## config.mk

```make
export PLATFORM = sky130hd
export DESIGN_NAME = uart_tx_feeder
export DESIGN_NICKNAME = d
export VERILOG_FILES = /design/src/rtl/uart_tx_feeder.sv
export SDC_FILE = /design/constraint.sdc
export NUM_CORES = 1
export LEC_CHECK = 0
export BUFFER_PORTS_ARGS = -buffer_cell sky130_fd_sc_hd__buf_4
export CAP_MARGIN = 20
export CORE_UTILIZATION = 62
export DETAILED_ROUTE_END_ITERATION = 10
export MAX_ROUTING_LAYER = met4
export PLACE_DENSITY = 0.8
export SETUP_SLACK_MARGIN = 0.4
export SYNTH_ARGS = -nofsm -noshare
export SYNTH_HDL_FRONTEND = slang
export SYNTH_SLANG_ARGS = --single-unit
```

## constraint.sdc

```tcl
create_clock -name clk -period 4.3 [get_ports clk]
set_input_delay 0.215 -clock clk [delete_from_list [all_inputs] [get_ports clk]]
set_output_delay 0.215 -clock clk [all_outputs]
set_load 0.005 [all_outputs]
```

## src/rtl/uart_tx_feeder.sv

```systemverilog
// Byte FIFO in front of the UART transmitter. Bytes are issued one at a time
// with a single-cycle trigger, gated by the transmitter's idle handshake.
module uart_tx_feeder #(
    parameter int DEPTH = 16
) (
    input  logic                       clk,
    input  logic                       rstn,
    input  logic                       i_wr_en,
    input  logic [7:0]                 i_wr_data,
    output logic                       o_full,
    output logic                       o_empty,
    output logic [$clog2(DEPTH+1)-1:0] o_count,
    output logic                       o_overflow,
    input  logic                       i_tx_idle,
    output logic                       o_tx_trig,
    output logic [7:0]                 o_tx_data,
    output logic                       o_busy
);
    localparam int PTR_W = $clog2(DEPTH);
    localparam int CNT_W = $clog2(DEPTH+1);

    typedef enum logic [1:0] {S_IDLE, S_TRIG, S_WAIT_BUSY, S_WAIT_IDLE} state_t;

    state_t           state;
    logic [7:0]       mem [DEPTH];
    logic [PTR_W-1:0] wr_ptr;
    logic [PTR_W-1:0] rd_ptr;
    logic             wr_acc;
    logic             pop;

    assign o_full  = (o_count == CNT_W'(DEPTH));
    assign o_empty = (o_count == '0);
    assign wr_acc  = i_wr_en && !o_full;
    assign pop     = (state == S_IDLE) && !o_empty && i_tx_idle;
    assign o_busy  = !o_empty || (state != S_IDLE);

    always_ff @(posedge clk) begin
        if (rstn && wr_acc) begin
            mem[wr_ptr] <= i_wr_data;
        end
    end

    always_ff @(posedge clk) begin
        if (!rstn) begin
            wr_ptr     <= '0;
            rd_ptr     <= '0;
            o_count    <= '0;
            o_overflow <= 1'b0;
        end else begin
            if (wr_acc) begin
                wr_ptr <= wr_ptr + 1'b1;
            end
            if (pop) begin
                rd_ptr <= rd_ptr + 1'b1;
            end
            if (wr_acc && !pop) begin
                o_count <= o_count + 1'b1;
            end else if (pop && !wr_acc) begin
                o_count <= o_count - 1'b1;
            end
            if (i_wr_en && o_full) begin
                o_overflow <= 1'b1;
            end
        end
    end

    // S_TRIG ignores i_tx_idle: the transmitter still reports idle during the trigger cycle.
    always_ff @(posedge clk) begin
        if (!rstn) begin
            state     <= S_IDLE;
            o_tx_trig <= 1'b0;
            o_tx_data <= 8'h00;
        end else begin
            o_tx_trig <= 1'b0;
            case (state)
                S_IDLE: begin
                    if (pop) begin
                        o_tx_data <= mem[rd_ptr];
                        o_tx_trig <= 1'b1;
                        state     <= S_TRIG;
                    end
                end
                S_TRIG: begin
                    state <= S_WAIT_BUSY;
                end
                S_WAIT_BUSY: begin
                    if (!i_tx_idle) begin
                        state <= S_WAIT_IDLE;
                    end
                end
                S_WAIT_IDLE: begin
                    if (i_tx_idle) begin
                        state <= S_IDLE;
                    end
                end
                default: begin
                    state <= S_IDLE;
                end
            endcase
        end
    end
endmodule

```

== Yosys cells after proc, flatten, opt, wreduce, memory -nomap -nowiden ==
Memory sizes are Yosys's and may differ from the RTL's. A register that Yosys moved wholly into a read port is not among the register bits.
Index checks and enable logic that the tools add are counted.

* Add/subtract/negate cells: 4
* Equality and inequality tests: 7
* Multiplexer cells: 9
* Reductions and logical operators: 20

{| class="wikitable"
|+ Operators with widths
! cell !! number
|-
| $mux W5 || 2
|-
| $add A4 B1 Y4 const B || 2
|-
| $pmux W2 S4 || 1
|-
| $logic_and A1 B1 Y1 || 7
|-
| $mux W2 || 3
|-
| $ne A2 B2 Y1 const B || 3
|-
| $add A5 B1 Y5 const B || 1
|-
| $eq A5 B5 Y1 const B || 1
|-
| $logic_not A1 Y1 || 5
|-
| $logic_not A5 Y1 || 1
|-
| $sub A5 B1 Y5 const B || 1
|-
| $eq A2 B2 Y1 const B || 2
|-
| $reduce_and A2 Y1 || 2
|-
| $reduce_bool A2 Y1 || 2
|-
| $mux W1 || 3
|-
| $reduce_and A3 Y1 || 1
|-
| $eq A2 B1 Y1 const B || 1
|-
| $logic_not A2 Y1 || 1
|-
| $logic_or A1 B1 Y1 || 1
|}

* Register bits: 17
* RAM bits: 128
* Input bits: 12
* Output and inout bits: 18
* Logic and storage cells: 47
* Memories kept: 1

{| class="wikitable"
|+ Memories
! memory !! depth !! bits a word !! read ports !! clocked after memory_dff !! wr ports !! line !! text
|-
| mem || 16 || 8 || 1 || 1 || 1 || 25 || <nowiki>logic [7:0] mem [DEPTH];</nowiki>
|}

== Longest topological paths before layout ==
Gate-level depths: netlist of the first run.

* Word-level depth: 7
* Mapped depth: 15
* Depth with buffers taken out: 13

== Least setup slack after synthesis of the first run ==
OpenSTA, ideal clock, no wires.

* Kind: flip-flop to flip-flop
* From: reg o_count[0]
* To: reg o_count[4]
* Setup time: 72 ps
* Arrival: 2,559 ps
* Required time: 4,228 ps
* Path slack: 1,669 ps
* Cell stages (with the launch flop): 13
* Buffers on the path: 2
* Period minus slack after synthesis: 2,631 ps
* Path through: dfxtp_1 nor4_4 a21oi_2 buf_6 buf_6 inv_1 ha_1 inv_1 ha_1 a21o_1 a21oi_1 mux2i_1 mux2i_1

* Cells in the longest elaborated chain, start to end: 7
* Elaborated cells between the ends (all ways): 16
* Classes of those cells: 2 x add/sub; 1 x eq/ne; 2 x mux; 11 x reduce/logical

{| class="wikitable"
|+ Ends and longest elaborated chain
! element !! line !! text
|-
| start, declared || 12 || <nowiki>output logic [$clog2(DEPTH+1)-1:0] o_count,</nowiki>
|-
| start signal, assigned || 57 || <nowiki>o_count <= o_count + 1'b1;</nowiki>
|-
| start signal, assigned || 59 || <nowiki>o_count <= o_count - 1'b1;</nowiki>
|-
| parallel branches: the longest is 7 deep, another holds $sub A5 B1 Y5 || -- ||
|}

Several ways; the timed one is not identified. The select of a mux whose other input is x is not followed.
A chain may end at the register's enable or synchronous reset.

== Final worst setup path of the first run ==
* From: reg state[0]
* To: reg o_count[4]

* Cells in the longest elaborated chain, start to end: 6
* Elaborated cells between the ends (all ways): 8
* Classes of those cells: 1 x mux; 7 x reduce/logical

{| class="wikitable"
|+ Ends and longest elaborated chain
! element !! line !! text
|-
| start, declared || 24 || <nowiki>state_t state;</nowiki>
|-
| start signal, assigned || 70 || <nowiki>state <= S_IDLE;</nowiki>
|-
| start signal, assigned || 80 || <nowiki>state <= S_TRIG;</nowiki>
|-
| start signal, assigned || 84 || <nowiki>state <= S_WAIT_BUSY;</nowiki>
|-
| $logic_not A2 Y1 * || 34 || <nowiki>assign pop = (state == S_IDLE) && !o_empty && i_tx_idle;</nowiki>
|-
| $logic_and A1 B1 Y1 * (2 in series) || 34 ||
|-
| $logic_not A1 Y1 || 56 || <nowiki>if (wr_acc && !pop) begin</nowiki>
|-
| $logic_and A1 B1 Y1 || 56 ||
|-
| $mux W5 / $reduce_bool A2 Y1 (equally long branches) || -- ||
|}

Every way passes the cells marked *; elsewhere a longest branch is shown, timed or not.

==> impl_metrics.py, run 1 <==
metrics = {
    "run_status": {
        "status": "complete, no violations",
    },
    "clock_tree": {
        "clockBufferDepth": 2,
        "ctsResizeCount": 0,
        "cts.sinks": 153,
        "ctsRootBufferMaster": "clkbuf_8",
        "htree_num_levels": 4,
        "numCtsBuffers": 17,
        "cts_tree": "done",
        "clock_latency_ps": 530,
        "clkTransAtPathRegs_ps": 60,
    },
    "grt": {
        "grt_use_total": 0.266,
        "grt_pass1_vias": 3586,
        "grt_max_degree": 65,
        "grt_pass1_wl_um": 19000,
        "grt_overflow": 0,
        "grt_antenna_before_repair": 0,
    },
    "setup_path": {
        "crit_required_ps": 4760,
        "crit_type": "flip-flop to flip-flop",
        "crit_fanout": 22,
        "cp_data_arrival_time_ps": 3720,
        "end_kind": "flip-flop",
        "start_kind": "flip-flop",
    },
    "synth": {
        "synthFlopType": "edfxtp_1",
        "synth_area_per_cell_sq_um": 15.2,
        "synth_edf_count": 128,
        "netlist_area_sq_um": 6260,
        "ys_types": 39,
        "syn-num-nets": 438,
        "ys_async_sr_fraction": 0,
        "yosys_warnings": 0,
        "synth_seq_area_share": 0.694,
        "syn_inst": 411,
        "synth_seq_cells": 153,
    },
    "route": {
        "routed-wl-met3_um": 746,
        "vias": 3589,
        "ant_nets": 0,
        "wl_met1_um": 5130,
        "first_pass_iters": 5,
        "routed.top_layer": "met4",
        "dr_wl_met2_um": 6300,
        "drt-total-wl_um": 12400,
        "via_per_inst": 6.07,
        "wl_per_cell_um": 21.0,
        "drtIter0Drc": 308,
        "drc": 0,
    },
    "power": {
        "ir_drop_mv": 0.295,
        "p_leak_nw": 2.33,
        "pwr_density_cell_nw_per_um2": 545,
    },
    "finish": {
        "n_fill_cell": 624,
        "nets": 472,
        "areaGrowthSynthToFinish_pct": 14.1,
        "drive_gt1_frac": 0.153,
        "fin_cells": 591,
        "antenna_cells": 0,
    },
    "floorplanning": {
        "die_x_um": 102,
        "die_area_sq_um": 10500,
        "initial_core_util": 0.640,
        "rows": 36,
        "die_y_um": 102,
        "io_pins": 30,
        "fp.coreArea_sq_um": 9770,
    },
    "run": {
        "maxCapViolCount": 0,
    },
    "timing": {
        "fin_crit_ps": 3260,
        "worstMarginPinSlew_ps": 1110,
        "hold_violations": 0,
        "hold_ws_ps": 20.9,
        "fin_tns_setup_ps": 0,
        "timing.slew.headroom": 0.260,
        "setup_viol": 0,
        "clock.fmax_mhz": 307,
        "maxSlewViolCount": 0,
        "rsz0062_at_grt": "no",
        "finalClockSkew_ps": 7.84,
        "fin_crit_sh": 0.758,
    },
    "place": {
        "dp_hpwl_um": 7850,
        "port_buffers": 29,
        "gp_congestion": 0.835,
        "dp_cells": 555,
    },
    "min_path": {
        "hp-class": "input port to flip-flop",
    },
}
## cells in the final DEF (no fill, tap or decap), types with 3 or more instances in the layout
cell type and count:
and2_1 11, clkinvlp_4 5, a21oi_1 12, inv_1 11, nand3b_1 6, xnor2_1 6, clkbuf_16 16, nor4_1 7
nor2_1 21, ha_1 14, nand3_1 4, o22ai_1 30, o21ai_0 11, inv_6 3, buf_4 29, xor2_1 3
nand2_1 16, dfxtp_1 24, nor2b_1 4, dlygate4sd3_1 4, edfxtp_1 128, mux2i_1 63
## Yosys cell counts, types with 2 or more instances
master,instances,area [sq um]
mux4_2,2,45.0
a21oi_1,12,60.1
o21ai_1,2,10.0
o22ai_1,30,188
dfxtp_1,25,500
ha_1,14,175
nand3_1,4,20.0
mux2i_1,63,631
buf_2,5,25.0
nor2_1,21,78.8
nand3b_1,6,45.0
xnor2_1,6,52.6
clkbuf_1,5,18.8
nor2b_1,4,25.0
buf_4,5,37.5
xor2_1,3,26.3
nor4_1,7,43.8
edfxtp_1,128,3840
nor3_1,2,10.0
nand4_1,2,12.5
inv_1,11,41.3
and2_1,11,68.8
o21ai_0,11,55.1
nand2_1,16,60.1
buf_6,2,22.5
## through the flow
step	utilization	setup WS [ps]	total power (W)	cell area (sq um)
after floorplan	-	1670	0.00225	6260
after global placement	0.669	1320	0.00246	6540
after detailed placement	0.669	1150	0.00249	6540
after CTS	0.731	1050	0.00391	7140
after global routing	0.731	822	0.00404	7140
final	0.731	1040	0.00390	7140
## worst max-delay path, cell delays in order, from the launching register on
cell and delay, ps:
dfxtp_1 310, inv_1 120, ha_1 230, nand2_1 80
a21oi_2 730, inv_1 120, ha_1 260, inv_1 170
ha_1 300, a21o_1 220, a21oi_1 210, mux2i_1 250
mux2i_1 190
## sequential cells by signal (all words and copies together), names as in the netlist
| register | count |
|---|---|
| mem | 128 |
| state | 2 |
| o_tx_trig | 1 |
| rd_ptr | 4 |
| o_overflow | 1 |
| o_tx_data | 8 |
| o_count | 5 |
| wr_ptr | 4 |
## what timing repair did
action	in CTS	in global routing
buffers inserted	0	0
hold buffers	4	0
endpoints found under the hold margin	47	0
## routing by layer
metal | vias up | track usage
met4 | 0 | 0.121
met2 | 140 | 0.416
met1 | 1791 | 0.339
met3 | 25 | 0.0492
li1 | 1633 | -
met5 | - | -
## kinds of logic after synthesis
group                    after synthesis  synth area share
AO/OA/AOI/OAI                         60            0.0606
XOR/XNOR                               9            0.0126
adder cells (fa/ha/maj)               15            0.0312
buffers and inverters                 29            0.0238
flip-flops                           153             0.694
multiplexers                          65             0.108
AND/OR/NAND/NOR                       80            0.0700
## worst paths after layout
path / slack [ps] / start / depth (start not counted) / to
hold reg to reg: 490 / o_overflow / 2 / o_overflow
hold / removal: 20 / i_wr_data[6] / 1 / mem[11][6]
setup reg to reg: 1040 / state[0] / 12 / o_count[4]
setup / recovery: 1040 / state[0] / 12 / o_count[4]
## where the power goes
group	internal (W)	switching, W	total, W
registers	0.00170	0.0000867	0.00179
clock network	0.000827	0.000587	0.00141
logic	0.000313	0.000385	0.000698
## cell type report
class / count / area (sq um) / area share
Multi-Input combinational cell: 229 / 1770 / 0.247
Inverter: 11 / 41.3 / 0.00578
Clock buffer: 18 / 418 / 0.0585
Sequential cell: 153 / 4350 / 0.609
Tap cell: 133 / 166 / 0.0233
Clock inverter: 14 / 146 / 0.0205
Timing Repair Buffer: 33 / 258 / 0.0361
(Power assumes the default switching activity.)
==> inputs of run 2 (changes only) <==
- CORE_UTILIZATION: 62 -> 61
- PLACE_DENSITY: 0.8 -> 0.79
- clock period: 4.3 -> 3.25 ns (I/O delays scaled with it)
==> run 2 against run 1 <==
Sequential share of layout area is 1.1 points lower. Maximum frequency is 23% higher. Non-clock buffer count is 10 higher.
==> impl_metrics.py, run 2 (synthesis results as in run 1) <==
metrics = {
    "run": {
        "maxCapViolCount": 0,
    },
    "finish": {
        "antenna_cells": 0,
        "largest_register_ffs": 128,
        "final_util": 0.738,
        "final_cell_mix": "edfxtp_1 (128), mux2i_1 (63), buf_4 (32)",
        "drive_gt1_frac": 0.162,
        "areaGrowthSynthToFinish_pct": 16.3,
        "largest_register": "mem",
        "layout_commonest_cell": "edfxtp_1",
        "top_regs": "mem x128, o_tx_data x8, o_count x5",
        "nets": 482,
    },
    "route": {
        "drtIter0Drc": 262,
        "drt-total-wl_um": 12900,
        "vias": 3626,
        "via_per_inst": 6.03,
        "ant_nets": 0,
        "first_pass_iters": 5,
        "drc": 0,
        "wl_per_cell_um": 21.4,
    },
    "setup_path": {
        "reg2reg_depth": 10,
        "crit_fanout": 9,
        "cp_data_arrival_time_ps": 3100,
        "crit_required_ps": 3700,
        "start_kind": "flip-flop",
        "crit_type": "flip-flop to flip-flop",
        "worstReg2RegStart": "o_count[2]",
        "crit_start": "o_count[2]",
        "r2r_slack_ps": 600,
        "endpoint": "o_count[4]",
        "rr_endpoint": "o_count[4]",
        "end_kind": "flip-flop",
    },
    "grt": {
        "grt_overflow": 0,
        "grt_max_degree": 34,
        "grt_pass1_wl_um": 19600,
        "grt_pass1_vias": 3558,
        "grt_antenna_before_repair": 0,
        "grt_use_total": 0.274,
    },
    "clock_tree": {
        "htree_num_levels": 4,
        "ctsRootBufferMaster": "clkbuf_8",
        "cts_tree": "done",
        "cts.sinks": 153,
        "clockBufferDepth": 2,
        "clock_latency_ps": 520,
        "numCtsBuffers": 17,
        "clkTransAtPathRegs_ps": 70,
    },
    "floorplanning": {
        "die_area_sq_um": 10700,
        "die_y_um": 103,
        "io_pins": 30,
        "rows": 36,
        "initial_core_util": 0.635,
        "die_x_um": 103,
        "fp.coreArea_sq_um": 9860,
    },
    "min_path": {
        "hp-class": "input port to flip-flop",
    },
    "power": {
        "pwr_density_cell_nw_per_um2": 727,
        "p_leak_nw": 2.41,
        "ir_drop_mv": 0.419,
    },
    "timing": {
        "rsz0062_at_grt": "no",
        "fin_crit_ps": 2650,
        "hold_violations": 0,
        "fin_tns_setup_ps": 0,
        "maxSlewViolCount": 0,
        "worstMarginPinSlew_ps": 885,
        "fin_crit_sh": 0.815,
        "clock.fmax_mhz": 378,
        "fin_ws_ps": 601,
        "timing.slew.headroom": 0.408,
        "setup_viol": 0,
        "finalClockSkew_ps": 10.2,
    },
    "run_status": {
        "status": "complete, no violations",
    },
    "place": {
        "place_ws_ps": 600,
        "dp_hpwl_um": 7940,
        "port_buffers": 29,
        "gp_congestion": 0.795,
    },
}
## run 2: how the worst min path moves through the flow
stage,end,cells past startpoint,slack (ps),from
floorplan,mem[0][0],0,260,i_wr_data[0]
CTS,state[0],2,20,rstn
detailed placement,o_overflow,3,430,i_wr_en
global route,state[0],2,30,rstn
finish,state[0],2,40,rstn
global placement,o_overflow,3,420,i_wr_en
## run 2: metal layers
| metal | track usage | up-vias | part of all wire |
|---|---|---|---|
| met5 | - | - | 0 |
| met4 | 0.107 | 0 | 0.019 |
| met3 | 0.0618 | 26 | 0.072 |
| met2 | 0.436 | 172 | 0.50 |
| met1 | 0.347 | 1773 | 0.41 |
| li1 | - | 1655 | - |
## run 2: power breakdown
part | internal (W) | total [W] | switching, W
Combinational | 0.000444 | 0.000974 | 0.000530
Clock | 0.00112 | 0.00196 | 0.000837
Sequential | 0.00225 | 0.00236 | 0.000111
Total | 0.00381 | 0.00529 | 0.00148
## run 2: critical path, cell delays in order, from the launching register on
cell	delay [ps]
dfxtp_1	470
nor4_4	70
buf_4	160
a21boi_4	290
ha_1	260
inv_1	130
ha_1	330
a21o_1	200
a21oi_1	200
mux2i_1	250
mux2i_1	200
## run 2: what timing repair did
item | 4_1_cts | 5_1_grt
buffers inserted | 0 | 2
setup endpoints to repair | 0 | 1
resized for setup | 0 | 0
endpoints found under the hold margin | 130 | 0
hold buffers | 10 | 0
## run 2: cell type report
| cell class | count | area, sq um |
|---|---|---|
| inverter | 11 | 41.3 |
| multi-input combinational | 229 | 1770 |
| timing repair buffer | 43 | 360 |
| fill | 571 | 2590 |
| sequential | 153 | 4350 |
| tap | 133 | 166 |
| clock buffer | 17 | 414 |
| clock inverter | 15 | 181 |
## run 2: per-stage QoR
step,std cells,power (W),cell area (sq um),hold WS (ps)
3_5_place_dp,557,0.00332,6570,433
6_report,601,0.00529,7280,40.3
2_1_floorplan,411,0.00298,6260,261
5_1_grt,601,0.00551,7280,34.1
3_3_place_gp,557,0.00327,6570,424
4_1_cts,599,0.00529,7260,21.5
==> inputs of run 3 (changes only) <==
- clock period: 3.25 -> 2.7 ns (I/O delays scaled with it)
==> run 3 against run 2 <==
Core utilization rose by 2.0 points. Clock-buffer cell count rose by 2. Sequential power rose by 20%. Largest cell class unchanged. Critical endpoint unchanged. Maximum frequency rose by 19%. Final cell count rose by 2.8%. Clock power rose by 25%. Critical path depth rose by 1. First-iteration DRC count fell by 12%. Design area rose by 2.7%.
==> impl_metrics.py, run 3 (synthesis results as in run 1) <==
metrics = {
    "power": {
        "internal-power_w": 0.00481,
        "pwr-share-comb": 0.190,
        "ir_drop_mv": 0.567,
        "pwr-share-clk": 0.374,
        "p_switching_w": 0.00173,
        "pwr_density_cell_nw_per_um2": 874,
        "switching_share": 0.264,
        "power_frac_seq": 0.435,
        "p_leak_nw": 2.50,
    },
    "setup_path": {
        "crit_type": "flip-flop to flip-flop",
        "cp_slowest_stage_delay_ps": 350,
        "end_kind": "flip-flop",
        "crit_required_ps": 3150,
        "crit_fanout": 5,
        "cp_cell_sequence": "nor4_4 > buf_4 > a21oi_2 > inv_2 > ha_4 > inv_2 > ha_1 > a21o_1 > a21oi_2 > mux2i_1 > mux2i_1",
        "cp_data_arrival_time_ps": 2670,
        "path_buf_inv": 3,
        "slowest_stage": "dfxtp_2",
        "start_kind": "flip-flop",
        "path_delay_family": "multiplexers",
    },
    "timing": {
        "fin_tns_setup_ps": 0,
        "clock.fmax_mhz": 450,
        "setup_viol": 0,
        "hold_ws_ps": 21.9,
        "hold_violations": 0,
        "fin_crit_sh": 0.822,
        "timing.slew.headroom": 0.462,
        "maxSlewViolCount": 0,
        "fin_crit_ps": 2220,
        "finalClockSkew_ps": 10.8,
        "rsz0062_at_grt": "no",
        "worstMarginPinSlew_ps": 804,
    },
    "clock_tree": {
        "clockBufferDepth": 2,
        "ctsRootBufferMaster": "clkbuf_8",
        "clkTransAtPathRegs_ps": 60,
        "clock_latency_ps": 530,
        "cts.sinks": 153,
        "cts_tree": "done",
        "numCtsBuffers": 17,
        "htree_num_levels": 4,
    },
    "finish": {
        "areaGrowthSynthToFinish_pct": 19.4,
        "largest_register": "mem",
        "drive_gt1_frac": 0.212,
        "final_cell_mix": "edfxtp_1 (128), mux2i_1 (63), buf_4 (49)",
        "finalInstanceArea_sq_um": 7470,
        "nets": 499,
        "antenna_cells": 0,
        "largest_register_ffs": 128,
        "top_regs": "mem x128, o_tx_data x8, o_count x5",
        "layout_commonest_cell": "edfxtp_1",
    },
    "place": {
        "gp_congestion": 0.838,
        "dpl_cell_area_sq_um": 6710,
        "port_buffers": 29,
        "dp_hpwl_um": 7880,
    },
    "route": {
        "drtIter0Drc": 230,
        "drc": 0,
        "drt-total-wl_um": 12500,
        "first_pass_iters": 5,
        "ant_nets": 0,
        "vias": 3683,
        "wl_per_cell_um": 20.3,
        "via_per_inst": 5.96,
    },
    "grt": {
        "grt_overflow": 0,
        "grt_use_total": 0.265,
        "grt_pass1_wl_um": 19000,
        "grt_antenna_before_repair": 0,
        "grt_max_degree": 32,
        "grt_pass1_vias": 3482,
    },
    "floorplanning": {
        "io_pins": 30,
        "die_area_sq_um": 10700,
        "fp.coreArea_sq_um": 9860,
        "die_x_um": 103,
        "rows": 36,
        "initial_core_util": 0.635,
        "die_y_um": 103,
    },
    "run_status": {
        "status": "complete, no violations",
    },
    "min_path": {
        "hp-class": "input port to flip-flop",
    },
    "run": {
        "maxCapViolCount": 0,
    },
}
## run 3: cell types whose count changed in the layout (fill, tap and decap cells not counted), sizes merged
cell / change
buf: +17
inv: -6
bufinv: +2
clkbuf: +2
clkinvlp: +2
## run 3: worst paths after layout
path / from / end / slack (ps) / cells past startpoint
min reg2reg: state[1] / state[1] / 520 / 2
min: rstn / state[1] / 20 / 3
max: o_count[1] / o_count[4] / 480 / 11
max reg2reg: o_count[1] / o_count[4] / 480 / 11
## run 3: worst register-to-register path, stage by stage (launching register included)
cell     delay, ps
dfxtp_2        350
nor4_4         280
buf_4          190
a21oi_2         70
inv_2           70
ha_4           140
inv_2           70
ha_1           210
a21o_1         170
a21oi_2        150
mux2i_1        240
mux2i_1        210
## run 3: final cells by class
type                            instances  area, sq um
Sequential cell                       153         4350
Fill cell                             557         2390
Multi-Input combinational cell        229         1810
Timing Repair Buffer                   60          488
Clock buffer                           19          422
Clock inverter                         13          196
Tap cell                              133          166
Inverter                               11         41.3
## run 3: layer usage
metal	GRT usage	vias to the layer above	part of all wire
met5	-	-	0
met3	0.0591	22	0.074
met4	0.104	0	0.018
met2	0.431	148	0.50
li1	-	1690	-
met1	0.327	1823	0.40
## run 3: power groups by stage
stage | clock network [W] | registers, W | logic [W]
final | 0.00245 | 0.00284 | 0.00124
after global routing | 0.00256 | 0.00286 | 0.00136
after CTS | 0.00246 | 0.00284 | 0.00121
after detailed placement | 0 | 0.00289 | 0.00115
after global placement | 0 | 0.00288 | 0.00109
after floorplan | 0 | 0.00286 | 0.000762
## run 3: per-stage QoR
step	total power (W)	setup slack (ps)	util	cells
4_1_cts	0.00651	403	0.756	618
6_report	0.00653	480	0.758	618
2_1_floorplan	0.00362	328	-	411
5_1_grt	0.00679	416	0.758	618
3_3_place_gp	0.00397	442	0.680	572
3_5_place_dp	0.00404	334	0.680	572
## run 3: timing repair
| action | in CTS | in global routing |
|---|---|---|
| endpoints found under the hold margin | 130 | 0 |
| endpoints found under the setup margin | 1 | 2 |
| pin swaps | 2 | 1 |
| buffers inserted | 4 | 0 |
| resized for setup | 0 | 5 |
| hold buffers | 10 | 0 |
